File: src/rtl/expr_eval_if.sv
// rtl/expr_eval_if.sv - character stream in, evaluated value and status out
// master drives characters, slave (the evaluator) drives result/ok/err.
interface expr_eval_if #(
  parameter int WIDTH = 32
);
  logic [7:0]       in;
  logic             in_valid;
  logic [WIDTH-1:0] result;
  logic             ok;
  logic             err;

  modport master (output in, output in_valid, input result, input ok, input err);
  modport slave  (input in, input in_valid, output result, output ok, output err);
endinterface

File: src/rtl/expr_eval.sv
// rtl/expr_eval.sv - incremental evaluator for digit/'+'/'*' ASCII expressions
// Optional macro EXPR_EVAL_MULTI_DIGIT_EN enables multi-digit decimal operands.
module expr_eval #(
  parameter int WIDTH = 32
) (
  input logic        clk,
  input logic        clr,
  expr_eval_if.slave bus
);

  typedef enum logic [1:0] {
    ST_IDLE = 2'd0,
    ST_NUM  = 2'd1,
    ST_OP   = 2'd2,
    ST_ERR  = 2'd3
  } state_t;

  state_t           state_q, state_d;
  logic [WIDTH-1:0] sum_q, sum_d;
  logic [WIDTH-1:0] prod_q, prod_d;
  logic [WIDTH-1:0] cur_q, cur_d;
  logic [WIDTH-1:0] result_q, result_d;

  logic             is_digit;
  logic             is_plus;
  logic             is_star;
  logic [WIDTH-1:0] digit_val;
  logic [7:0]       digit_off;

  assign is_digit  = (bus.in >= 8'h30) && (bus.in <= 8'h39);
  assign is_plus   = (bus.in == 8'h2b);
  assign is_star   = (bus.in == 8'h2a);
  assign digit_off = bus.in - 8'h30;
  assign digit_val = WIDTH'(digit_off);

  always_ff @(posedge clk) begin
    if (clr) begin
      state_q  <= ST_IDLE;
      sum_q    <= '0;
      prod_q   <= WIDTH'(1);
      cur_q    <= '0;
      result_q <= '0;
    end else begin
      state_q  <= state_d;
      sum_q    <= sum_d;
      prod_q   <= prod_d;
      cur_q    <= cur_d;
      result_q <= result_d;
    end
  end

  // result is only refreshed on edges landing in NUM, so it always shows
  // the value of the longest prefix that ends in a digit.
  always_comb begin
    state_d  = state_q;
    sum_d    = sum_q;
    prod_d   = prod_q;
    cur_d    = cur_q;
    result_d = result_q;
    if (bus.in_valid) begin
      unique case (state_q)
        ST_IDLE: begin
          if (is_digit) begin
            state_d  = ST_NUM;
            cur_d    = digit_val;
            prod_d   = WIDTH'(1);
            sum_d    = '0;
            result_d = digit_val;
          end else begin
            state_d = ST_ERR;
          end
        end
        ST_NUM: begin
          if (is_star) begin
            state_d = ST_OP;
            prod_d  = prod_q * cur_q;
            cur_d   = '0;
          end else if (is_plus) begin
            state_d = ST_OP;
            sum_d   = sum_q + prod_q * cur_q;
            prod_d  = WIDTH'(1);
            cur_d   = '0;
          end else if (is_digit) begin
`ifdef EXPR_EVAL_MULTI_DIGIT_EN
            cur_d    = cur_q * WIDTH'(10) + digit_val;
            result_d = sum_q + prod_q * cur_d;
`else
            state_d = ST_ERR;
`endif
          end else begin
            state_d = ST_ERR;
          end
        end
        ST_OP: begin
          if (is_digit) begin
            state_d  = ST_NUM;
            cur_d    = digit_val;
            result_d = sum_q + prod_q * digit_val;
          end else begin
            state_d = ST_ERR;
          end
        end
        default: state_d = ST_ERR;
      endcase
    end
  end

  always_comb begin
    bus.result = result_q;
    bus.ok     = (state_q == ST_NUM);
    bus.err    = (state_q == ST_ERR);
  end

endmodule
File: src/flat_wrapper.sv
// flat-port wrapper written by rule: the top's interface ports become plain ports
module expr_eval_flat 
#(
  parameter int WIDTH = 32
)
  (clk, clr, bus_in, bus_in_valid, bus_result, bus_ok, bus_err);
  expr_eval_if #(.WIDTH(WIDTH)) bus_i ();
  input logic clk;
  input logic clr;
  input wire logic [$bits(bus_i.in)-1:0] bus_in;
  input wire logic [$bits(bus_i.in_valid)-1:0] bus_in_valid;
  output wire logic [$bits(bus_i.result)-1:0] bus_result;
  output wire logic [$bits(bus_i.ok)-1:0] bus_ok;
  output wire logic [$bits(bus_i.err)-1:0] bus_err;
  assign bus_i.in = bus_in;
  assign bus_i.in_valid = bus_in_valid;
  assign bus_result = bus_i.result;
  assign bus_ok = bus_i.ok;
  assign bus_err = bus_i.err;
  expr_eval #(.WIDTH(WIDTH)) u_core (.clk(clk), .clr(clr), .bus(bus_i));
endmodule
File: config.mk
export PLATFORM = sky130hd
export DESIGN_NAME = expr_eval_flat
export DESIGN_NICKNAME = d
export VERILOG_FILES = /design/src/rtl/expr_eval_if.sv /design/src/rtl/expr_eval.sv /design/src/flat_wrapper.sv
export SDC_FILE = /design/constraint.sdc
export NUM_CORES = 1
export LEC_CHECK = 0
export CORE_MARGIN = 5
export CORE_UTILIZATION = 35
export CTS_BUF_LIST = sky130_fd_sc_hd__clkbuf_8
export DETAILED_ROUTE_END_ITERATION = 10
export GPL_ROUTABILITY_DRIVEN = 0
export SLEW_MARGIN = 40
export SYNTH_ARGS = -nofsm -noshare
export SYNTH_HDL_FRONTEND = slang
export SYNTH_SLANG_ARGS = --single-unit
File: constraint.sdc
create_clock -name clk -period 19.07 [get_ports clk]
set_clock_uncertainty 0.05 [all_clocks]
set_input_delay 1.907 -clock clk [delete_from_list [all_inputs] [get_ports clk]]
set_output_delay 1.907 -clock clk [all_outputs]
set_load 0.02 [all_outputs]
==> flow_summary.ini, run 1 <==
[cts]
htreeDepth = 3
clk_path_buf_depth = 2
cts_buffers = 9
cts_root_buf = clkbuf_8
cts_tree = yes
cts_resized = 0
clk_pin_slew_ns = 0.13
cts_hold_buf = 0
numClockSinks = 106
post_cts_buffers = 0
clk_latency_ns = 0.44

[synth]
synthArstFlopShare_pct = 0
synthCells = 2332
synth.top_cell.area_share_pct = 33.29
netlist-cell-type-count = 71
synth_seq_cells = 106
synth_edf_count = 0
yosys.area.top_type = fa_1
netlist_top_cells_count = 407 x inv_1, 339 x fa_1, 265 x nand2_1
synth.most_common_cell = inv_1
synthTopCellsByArea = fa_1 33%, ha_1 13%, dfxtp_1 10%, inv_1 7.5%, and2_1 6.4%
syn_nets = 2897
synth-seq-area-share_pct = 10.41
ys_warn_count = 0
syn_area_um2 = 20390
synth_ff_type = dfxtp_1
syn_area_per_cell_um2 = 8.742

[sta]
rsz0062_at_grt = false
tightest_slew_ns = 0.8488
hold_ws_ns = 0.4166
slew_viol_final = 0
fmax_mhz = 113.4
finalCritPeriodShare_pct = 46.26
period_needed_ns = 8.822
setup_viol = 0
setup_tns_ns = 0
slew_headroom_pct = 43.33
final.setup.worst_slack_ns = 10.25
final_hold_viol_count = 0

[layout]
drive_gt1_share_pct = 3.513
diodes = 0
stdcell_count = 3071
nets = 2866
syn_to_final_growth_pct = 6.782
final_area_um2 = 21770
postLayoutCoreUtil_pct = 37.73

[critical_path]
critPathTopFamily = adder cells
required_ns = 19.39
crit_arrival_ns = 9.15
crit_fanout = 17
crit_slowest_cell = dfxtp_1
cpMostUsedCell = fa_1
cpPeakStageDelay_ns = 0.84
cp-end-kind = flop
crit_type = flop to flop
startpoint_type = flop
crit_buf_inv = 4

[pwr]
p_per_area_nw_per_um2 = 19.31
ir_drop_v = 0.00003097
p_total_mw = 0.4204
p_leak_nw = 10.60

[grt]
overflow = 0
grtUsageTotal_pct = 15.57
grt_pass1_vias = 16368
antenna_found_initial = 1
grt_max_degree = 63
grt_pass1_wl_mm = 81.97

[detailed_routing]
drt_wl_total_mm = 47.42
remaining_drc_errors = 0
wl_met1_mm = 21.19
ant_nets = 0
wl_met3_mm = 1.465
top_layer = met4
dr.pass1.iters = 4
vias = 15316
drt_iter0_drc = 849
wire_per_inst_um = 15.44
avgViaCountPerCell = 4.987
wl_met2_mm = 23.91

[run_status]
status = complete, no violations

[floorplan]
die_w_um = 251.3
dieArea_um2 = 63170
die_h_um = 251.3
io_pins = 45
rows = 88
initial_core_util_pct = 35.33
core_area_um2 = 57700

[place]
placed_cell_area_um2 = 21550
dp.cells = 3055
place_ws_ns = 10.21
dp_hpwl_mm = 37.84
portBuffers = 44

[job]
drv_cap = 0

[worst_hold_path]
hold_path.class = flop to flop
==> layout by cell type, fill, tap and decap left out, types with 4 or more instances in the layout <==
| master | count |
|---|---|
| a32o_1 | 5 |
| a21oi_1 | 83 |
| xnor2_1 | 76 |
| nor2b_1 | 44 |
| nand3_1 | 25 |
| buf_4 | 21 |
| o211ai_1 | 4 |
| dfxtp_1 | 100 |
| ha_1 | 214 |
| dfxtp_2 | 6 |
| and2_1 | 209 |
| clkbuf_8 | 10 |
| o21a_1 | 18 |
| a22oi_1 | 39 |
| or2_2 | 5 |
| mux2i_1 | 6 |
| nor3b_1 | 5 |
| a31oi_1 | 5 |
| xor2_1 | 25 |
| o21bai_1 | 4 |
| or3_1 | 7 |
| clkdlybuf4s50_1 | 43 |
| o21ai_0 | 55 |
| nor2_1 | 88 |
| nand2_1 | 265 |
| a21o_1 | 34 |
| a22o_1 | 23 |
| nand4_1 | 8 |
| nor3_1 | 13 |
| a211o_1 | 5 |
| o21ai_1 | 5 |
| and3_1 | 4 |
| inv_1 | 407 |
| nand2b_1 | 37 |
| fa_1 | 339 |
==> state kept, by name (all words and copies together) (netlist names) <==
| name | flops |
|---|---|
| u_core.bus.result | 32 |
| u_core.prod_q | 32 |
| u_core.sum_q | 32 |
| u_core.cur_q | 8 |
| u_core.state_q | 2 |
==> path summary, 6_finish.rpt <==
check	end	cells past startpoint	start	slack (ns)
worst max-delay path	u_core.sum_q[31]$_SDFFE_PP0P_	34	u_core.prod_q[14]$_SDFFE_PP0P_	10.25
worst min-delay path	u_core.bus.result[5]$_SDFFE_PP0P_	2	u_core.bus.result[5]$_SDFFE_PP0P_	0.42
worst max register to register	u_core.sum_q[31]$_SDFFE_PP0P_	34	u_core.prod_q[14]$_SDFFE_PP0P_	10.25
worst min register to register	u_core.bus.result[5]$_SDFFE_PP0P_	2	u_core.bus.result[5]$_SDFFE_PP0P_	0.42
==> cells by family (layout without fill, tap and decap cells) <==
logic type	Yosys count	count (layout)	share of synthesized area, %
simple gates	726	726	17.83
fa+ha+maj	554	554	46.49
buf+inv	514	488	9.532
compound gates	323	323	11.02
flops	106	106	10.41
xor+xnor	103	103	4.425
mux	6	6	0.2946
==> power breakdown <==
part	total (mW)	leakage (nW)	internal, mW	switching [mW]
clock	0.156	0.103	0.0550	0.101
combinational	0.0421	9.64	0.0122	0.0298
sequential	0.223	0.857	0.222	0.000843
==> area by class of cell <==
| cell class | count | area, um2 |
|---|---|---|
| fillers | 5935 | 35930 |
| multi-input cells | 1712 | 16360 |
| flip-flops and latches | 106 | 2130 |
| inverters | 407 | 1528 |
| well taps | 765 | 957.2 |
| repair buffers | 65 | 593.1 |
| clock buffers | 10 | 137.6 |
| clock inverters | 6 | 67.56 |
==> worst min-delay path, delay by kind of cell (launching register included) <==
family,cells,cell delay (ns)
AOI/OAI and AO/OA,1,0.05
DFF,1,0.34
and+or+nand+nor,1,0.05
==> metal layers <==
metal  vias to the layer above  global-route usage, %
li1                       7249                      -
met1                      7754                  20.12
met2                       253                  28.05
met3                        60                  2.017
met4                         0                  3.212
met5                         -                      0
No activity file was read; power rests on OpenSTA's default activity.
==> inputs of run 2 (changes only) <==
==> constraint.sdc (replaced) <==
create_clock -name clk -period 8.6 [get_ports clk]
set_clock_uncertainty 0.05 [all_clocks]
set_input_delay 0.86 -clock clk [delete_from_list [all_inputs] [get_ports clk]]
set_output_delay 0.86 -clock clk [all_outputs]
set_load 0.02 [all_outputs]
==> flow_summary.ini, run 2 (same netlist as run 1, synthesis figures left out) <==
[floorplan]
initial_core_util_pct = 35.33
io_pins = 45
dieArea_um2 = 63170
die_w_um = 251.3
core_area_um2 = 57700
die_h_um = 251.3
rows = 88

[critical_path]
r2r_setup_slack_ns = 0.31
crit_type = flop to flop
startpoint_type = flop
critPathTopFamily = adder cells
timing.rr.start = u_core.cur_q[2]$_SDFFE_PP0P_
crit_slowest_cell = a211oi_1
r2r_cells = 32
crit_arrival_ns = 8.60
cpMostUsedCell = fa_1
cp-end-kind = flop
worst_r2r_endpoint = u_core.sum_q[31]$_SDFFE_PP0P_
required_ns = 8.91
crit_fanout = 7
crit_buf_inv = 5
cpPeakStageDelay_ns = 0.58

[pwr]
clkPwrFrac_pct = 37.7
p_int_mw = 0.6599
seqPwrFrac_pct = 52.1
swShare_pct = 30.38
ir_drop_v = 0.00006538
p_leak_nw = 10.83
pwr-share-comb_pct = 10.2
p_per_area_nw_per_um2 = 42.83
p_switching_mw = 0.2880

[cts]
cts_root_buf = clkbuf_8
clk_path_buf_depth = 2
cts_buffers = 9
htreeDepth = 3
numClockSinks = 106
cts_tree = yes
clk_latency_ns = 0.44
clk_pin_slew_ns = 0.13
cts_hold_buf = 0

[layout]
drive_gt1_share_pct = 5.712
stdcell_count = 3111
final_area_um2 = 22130
final_common_cell = inv_1
nets = 2906
postLayoutCoreUtil_pct = 38.36
mostFrequentLayoutCells = 409 x inv_1, 339 x fa_1, 265 x nand2_1
diodes = 0
syn_to_final_growth_pct = 8.568

[sta]
setup_viol = 0
tightest_slew_ns = 0.8059
period_needed_ns = 8.287
fmax_mhz = 120.7
setup_tns_ns = 0
finalCritPeriodShare_pct = 96.36
slew_headroom_pct = 46.20
slew_viol_final = 0
hold_ws_ns = 0.4181
final_hold_viol_count = 0

[place]
placed_cell_area_um2 = 21800
dp.cells = 3089
portBuffers = 44
dp_hpwl_mm = 40.43

[detailed_routing]
drt_iter0_drc = 904
remaining_drc_errors = 0
wire_per_inst_um = 15.96
drt_wl_total_mm = 49.66
dr.pass1.iters = 5
avgViaCountPerCell = 5.013
ant_nets = 0
vias = 15596

[grt]
antenna_found_initial = 0
grt_pass1_wl_mm = 83.99
grt_pass1_vias = 16496
overflow = 0
grt_max_degree = 63
grtUsageTotal_pct = 16.15

[job]
drv_cap = 0

[run_status]
status = complete, no violations

[worst_hold_path]
hold_depth = 2
hold_path.class = flop to flop
holdCritStartpoint = u_core.bus.result[3]$_SDFFE_PP0P_
hold_end = u_core.bus.result[3]$_SDFFE_PP0P_
run 2: cell count changes in the layout (fill, tap and decap cells not counted), moves of 4 or more:
| cell | before | now |
|---|---|---|
| buf_4 | 21 | 60 |
| a21oi_1 | 83 | 79 |
| ha_1 | 214 | 210 |
| dfxtp_2 | 6 | 2 |
| a21oi_2 | 1 | 5 |
run 2: final cells by class:
type,count,area [um2]
fillers,5852,35560
repair buffers,105,880.8
multi-input cells,1712,16440
inverters,407,1528
flip-flops and latches,106,2132
well taps,765,957.2
clock inverters,6,58.81
clock buffers,10,137.6
run 2: worst register-to-register path, delay by kind of cell (launching register included):
kind / cells / cell delay [ns]
xor gates and xnor gates: 1 / 0.14
and+or+nand+nor: 6 / 1.48
DFF: 1 / 0.39
adders and majority gates: 9 / 3.57
AOI/OAI and AO/OA: 11 / 2.22
buffers and inverters: 5 / 0.35
run 2: routing by layer:
metal | vias up | GRT usage, % | share of wire [%] | wire length [um]
li1 | 7320 | - | - | -
met1 | 7910 | 20.83 | 44 | 21850
met2 | 311 | 29.11 | 51 | 25130
met3 | 55 | 2.007 | 3.6 | 1766
met4 | 0 | 3.540 | 1.9 | 920
met5 | - | 0 | 0 | 0
run 2: through the flow:
stage	worst slack [ns]	power, mW
floorplan	0.6104	0.5613
global placement	0.2707	0.5993
detailed placement	0.1334	0.6005
CTS	0.05284	0.9598
global route	-0.01420	0.9864
finish	0.3133	0.9479
run 2: repair_timing:
item / in CTS / in global routing
resized for setup: 0 / 25
buffers inserted: 0 / 6
setup endpoints to repair: 0 / 6
run 2: how the worst max path moves through the flow:
stage / start / endpoint / slack (ns) / cells past startpoint
floorplan: u_core.cur_q[4]$_SDFFE_PP0P_ / u_core.sum_q[31]$_SDFFE_PP0P_ / 0.61 / 36
global placement: u_core.cur_q[3]$_SDFFE_PP0P_ / u_core.sum_q[31]$_SDFFE_PP0P_ / 0.27 / 34
detailed placement: u_core.cur_q[3]$_SDFFE_PP0P_ / u_core.sum_q[31]$_SDFFE_PP0P_ / 0.13 / 34
CTS: u_core.cur_q[3]$_SDFFE_PP0P_ / u_core.sum_q[31]$_SDFFE_PP0P_ / 0.05 / 34
global route: u_core.cur_q[2]$_SDFFE_PP0P_ / u_core.sum_q[31]$_SDFFE_PP0P_ / -0.01 / 35
finish: u_core.cur_q[2]$_SDFFE_PP0P_ / u_core.sum_q[31]$_SDFFE_PP0P_ / 0.31 / 32
run 2: power groups by stage:
stage | Combinational (mW) | Sequential [mW] | Clock, mW
final | 0.0970 | 0.494 | 0.357
after global routing | 0.105 | 0.494 | 0.387
after CTS | 0.0954 | 0.494 | 0.370
after detailed placement | 0.0949 | 0.506 | 0
after global placement | 0.0939 | 0.505 | 0
after floorplan | 0.0573 | 0.504 | 0
==> inputs of run 3 (changes only) <==
--- a/config.mk
+++ b/config.mk
@@ -5,7 +5,7 @@
 export SDC_FILE = /design/constraint.sdc
 export NUM_CORES = 1
 export LEC_CHECK = 0
-export CORE_MARGIN = 5
+export CORE_MARGIN = 1
 export CORE_UTILIZATION = 35
 export CTS_BUF_LIST = sky130_fd_sc_hd__clkbuf_8
 export DETAILED_ROUTE_END_ITERATION = 10
==> flow_summary.ini, run 3 (same netlist as run 1, synthesis figures left out) <==
[sta]
finalCritPeriodShare_pct = 95.85
final_hold_viol_count = 0
tightest_slew_ns = 0.7684
fmax_mhz = 121.3
slew_headroom_pct = 48.71
setup_viol = 0
rsz0062_at_grt = false
slew_viol_final = 0
period_needed_ns = 8.243
setup_tns_ns = 0

[floorplan]
core_area_um2 = 57590
dieArea_um2 = 59210
initial_core_util_pct = 35.40
io_pins = 45
die_w_um = 243.3
rows = 88
die_h_um = 243.3

[pwr]
p_leak_nw = 10.83
ir_drop_v = 0.00007017
p_total_mw = 0.9254
p_per_area_nw_per_um2 = 41.84

[cts]
cts_buffers = 9
clk_pin_slew_ns = 0.12
htreeDepth = 3
clk_latency_ns = 0.46
cts_root_buf = clkbuf_8
numClockSinks = 106
clk_path_buf_depth = 2
cts_tree = yes

[critical_path]
cp-end-kind = flop
required_ns = 8.93
timing.rr.start = u_core.cur_q[2]$_SDFFE_PP0P_
startpoint_type = flop
critPathTopFamily = adder cells
crit_slowest_cell = fa_1
crit_arrival_ns = 8.58
cpMostUsedCell = fa_1
crit_type = flop to flop
crit_buf_inv = 6
critPathLaunch = u_core.cur_q[2]$_SDFFE_PP0P_
cpPeakStageDelay_ns = 0.53
crit_fanout = 9

[layout]
drive_gt1_share_pct = 5.629
stdcell_count = 3112
syn_to_final_growth_pct = 8.507
nets = 2905
mostFrequentLayoutCells = 407 x inv_1, 339 x fa_1, 265 x nand2_1
fillCellCount = 5873
postLayoutCoreUtil_pct = 38.41
final_area_um2 = 22120
final_common_cell = inv_1

[grt]
grt_pass1_vias = 16363
grtUsageTotal_pct = 17.50
overflow = 0
antenna_found_initial = 3
grt_pass1_wl_mm = 83.31
grt_max_degree = 63

[worst_hold_path]
holdCritStartpoint = u_core.bus.result[5]$_SDFFE_PP0P_
hold_path.class = flop to flop

[detailed_routing]
dr.pass1.iters = 5
drt_iter0_drc = 682
remaining_drc_errors = 0
vias = 15432
wire_per_inst_um = 15.75
ant_nets = 0
drt_wl_total_mm = 49.02
avgViaCountPerCell = 4.959

[place]
dp.cells = 3090
dp_hpwl_mm = 40.01
placed_cell_area_um2 = 21810
portBuffers = 44

[job]
drv_cap = 0

[run_status]
status = complete, no violations
[run 3: path summary, 6_finish.rpt]
path | slack [ns] | to | cells after the start
worst max-delay path | 0.36 | u_core.sum_q[31]$_SDFFE_PP0P_ | 32
worst min-delay path | 0.42 | u_core.bus.result[5]$_SDFFE_PP0P_ | 2
worst max register to register | 0.36 | u_core.sum_q[31]$_SDFFE_PP0P_ | 32
worst min register to register | 0.42 | u_core.bus.result[5]$_SDFFE_PP0P_ | 2
[run 3: worst min-delay path: cells and delay by family (launching register included)]
| family | cells | cell delay (ns) |
|---|---|---|
| and+or+nand+nor | 1 | 0.04 |
| DFF | 1 | 0.34 |
| AOI/OAI and AO/OA | 1 | 0.05 |
[run 3: repair_timing]
item                                    CTS  global route
buffers inserted                          0             4
endpoints found under the setup margin    0             3
hold buffers                              0             0
gates resized for setup                   0            20
[run 3: through the flow]
step | worst slack (ns) | hold slack [ns]
after CTS | 0.06374 | 0.4258
after global placement | 0.3318 | 0.3918
after global routing | 0.001979 | 0.4620
final | 0.3571 | 0.4157
after detailed placement | 0.1147 | 0.3989
after floorplan | 0.6104 | 0.3951
[run 3: layout make-up]
type	instances	area, um2	area share, %
sequential	106	2128	9.622
inverter	407	1528	6.907
timing repair buffer	104	875.8	3.959
antenna	2	5.005	0.02263
multi-input combinational	1712	16440	74.33
clock buffer	10	137.6	0.6222
clock inverter	6	47.55	0.2149
tap	765	957.2	4.327
[run 3: where the power goes]
part / switching [mW] / total (mW) / leakage [nW] / internal [mW]
combinational: 0.0681 / 0.0955 / 9.88 / 0.0274
clock: 0.220 / 0.336 / 0.0937 / 0.116
sequential: 0.00230 / 0.494 / 0.856 / 0.492
[run 3: metal layers]
metal / GRT usage (%) / part of all wire (%)
met1: 22.07 / 44
met4: 4.920 / 2.6
met5: 0 / 0
met2: 31.19 / 50
met3: 2.137 / 3.4
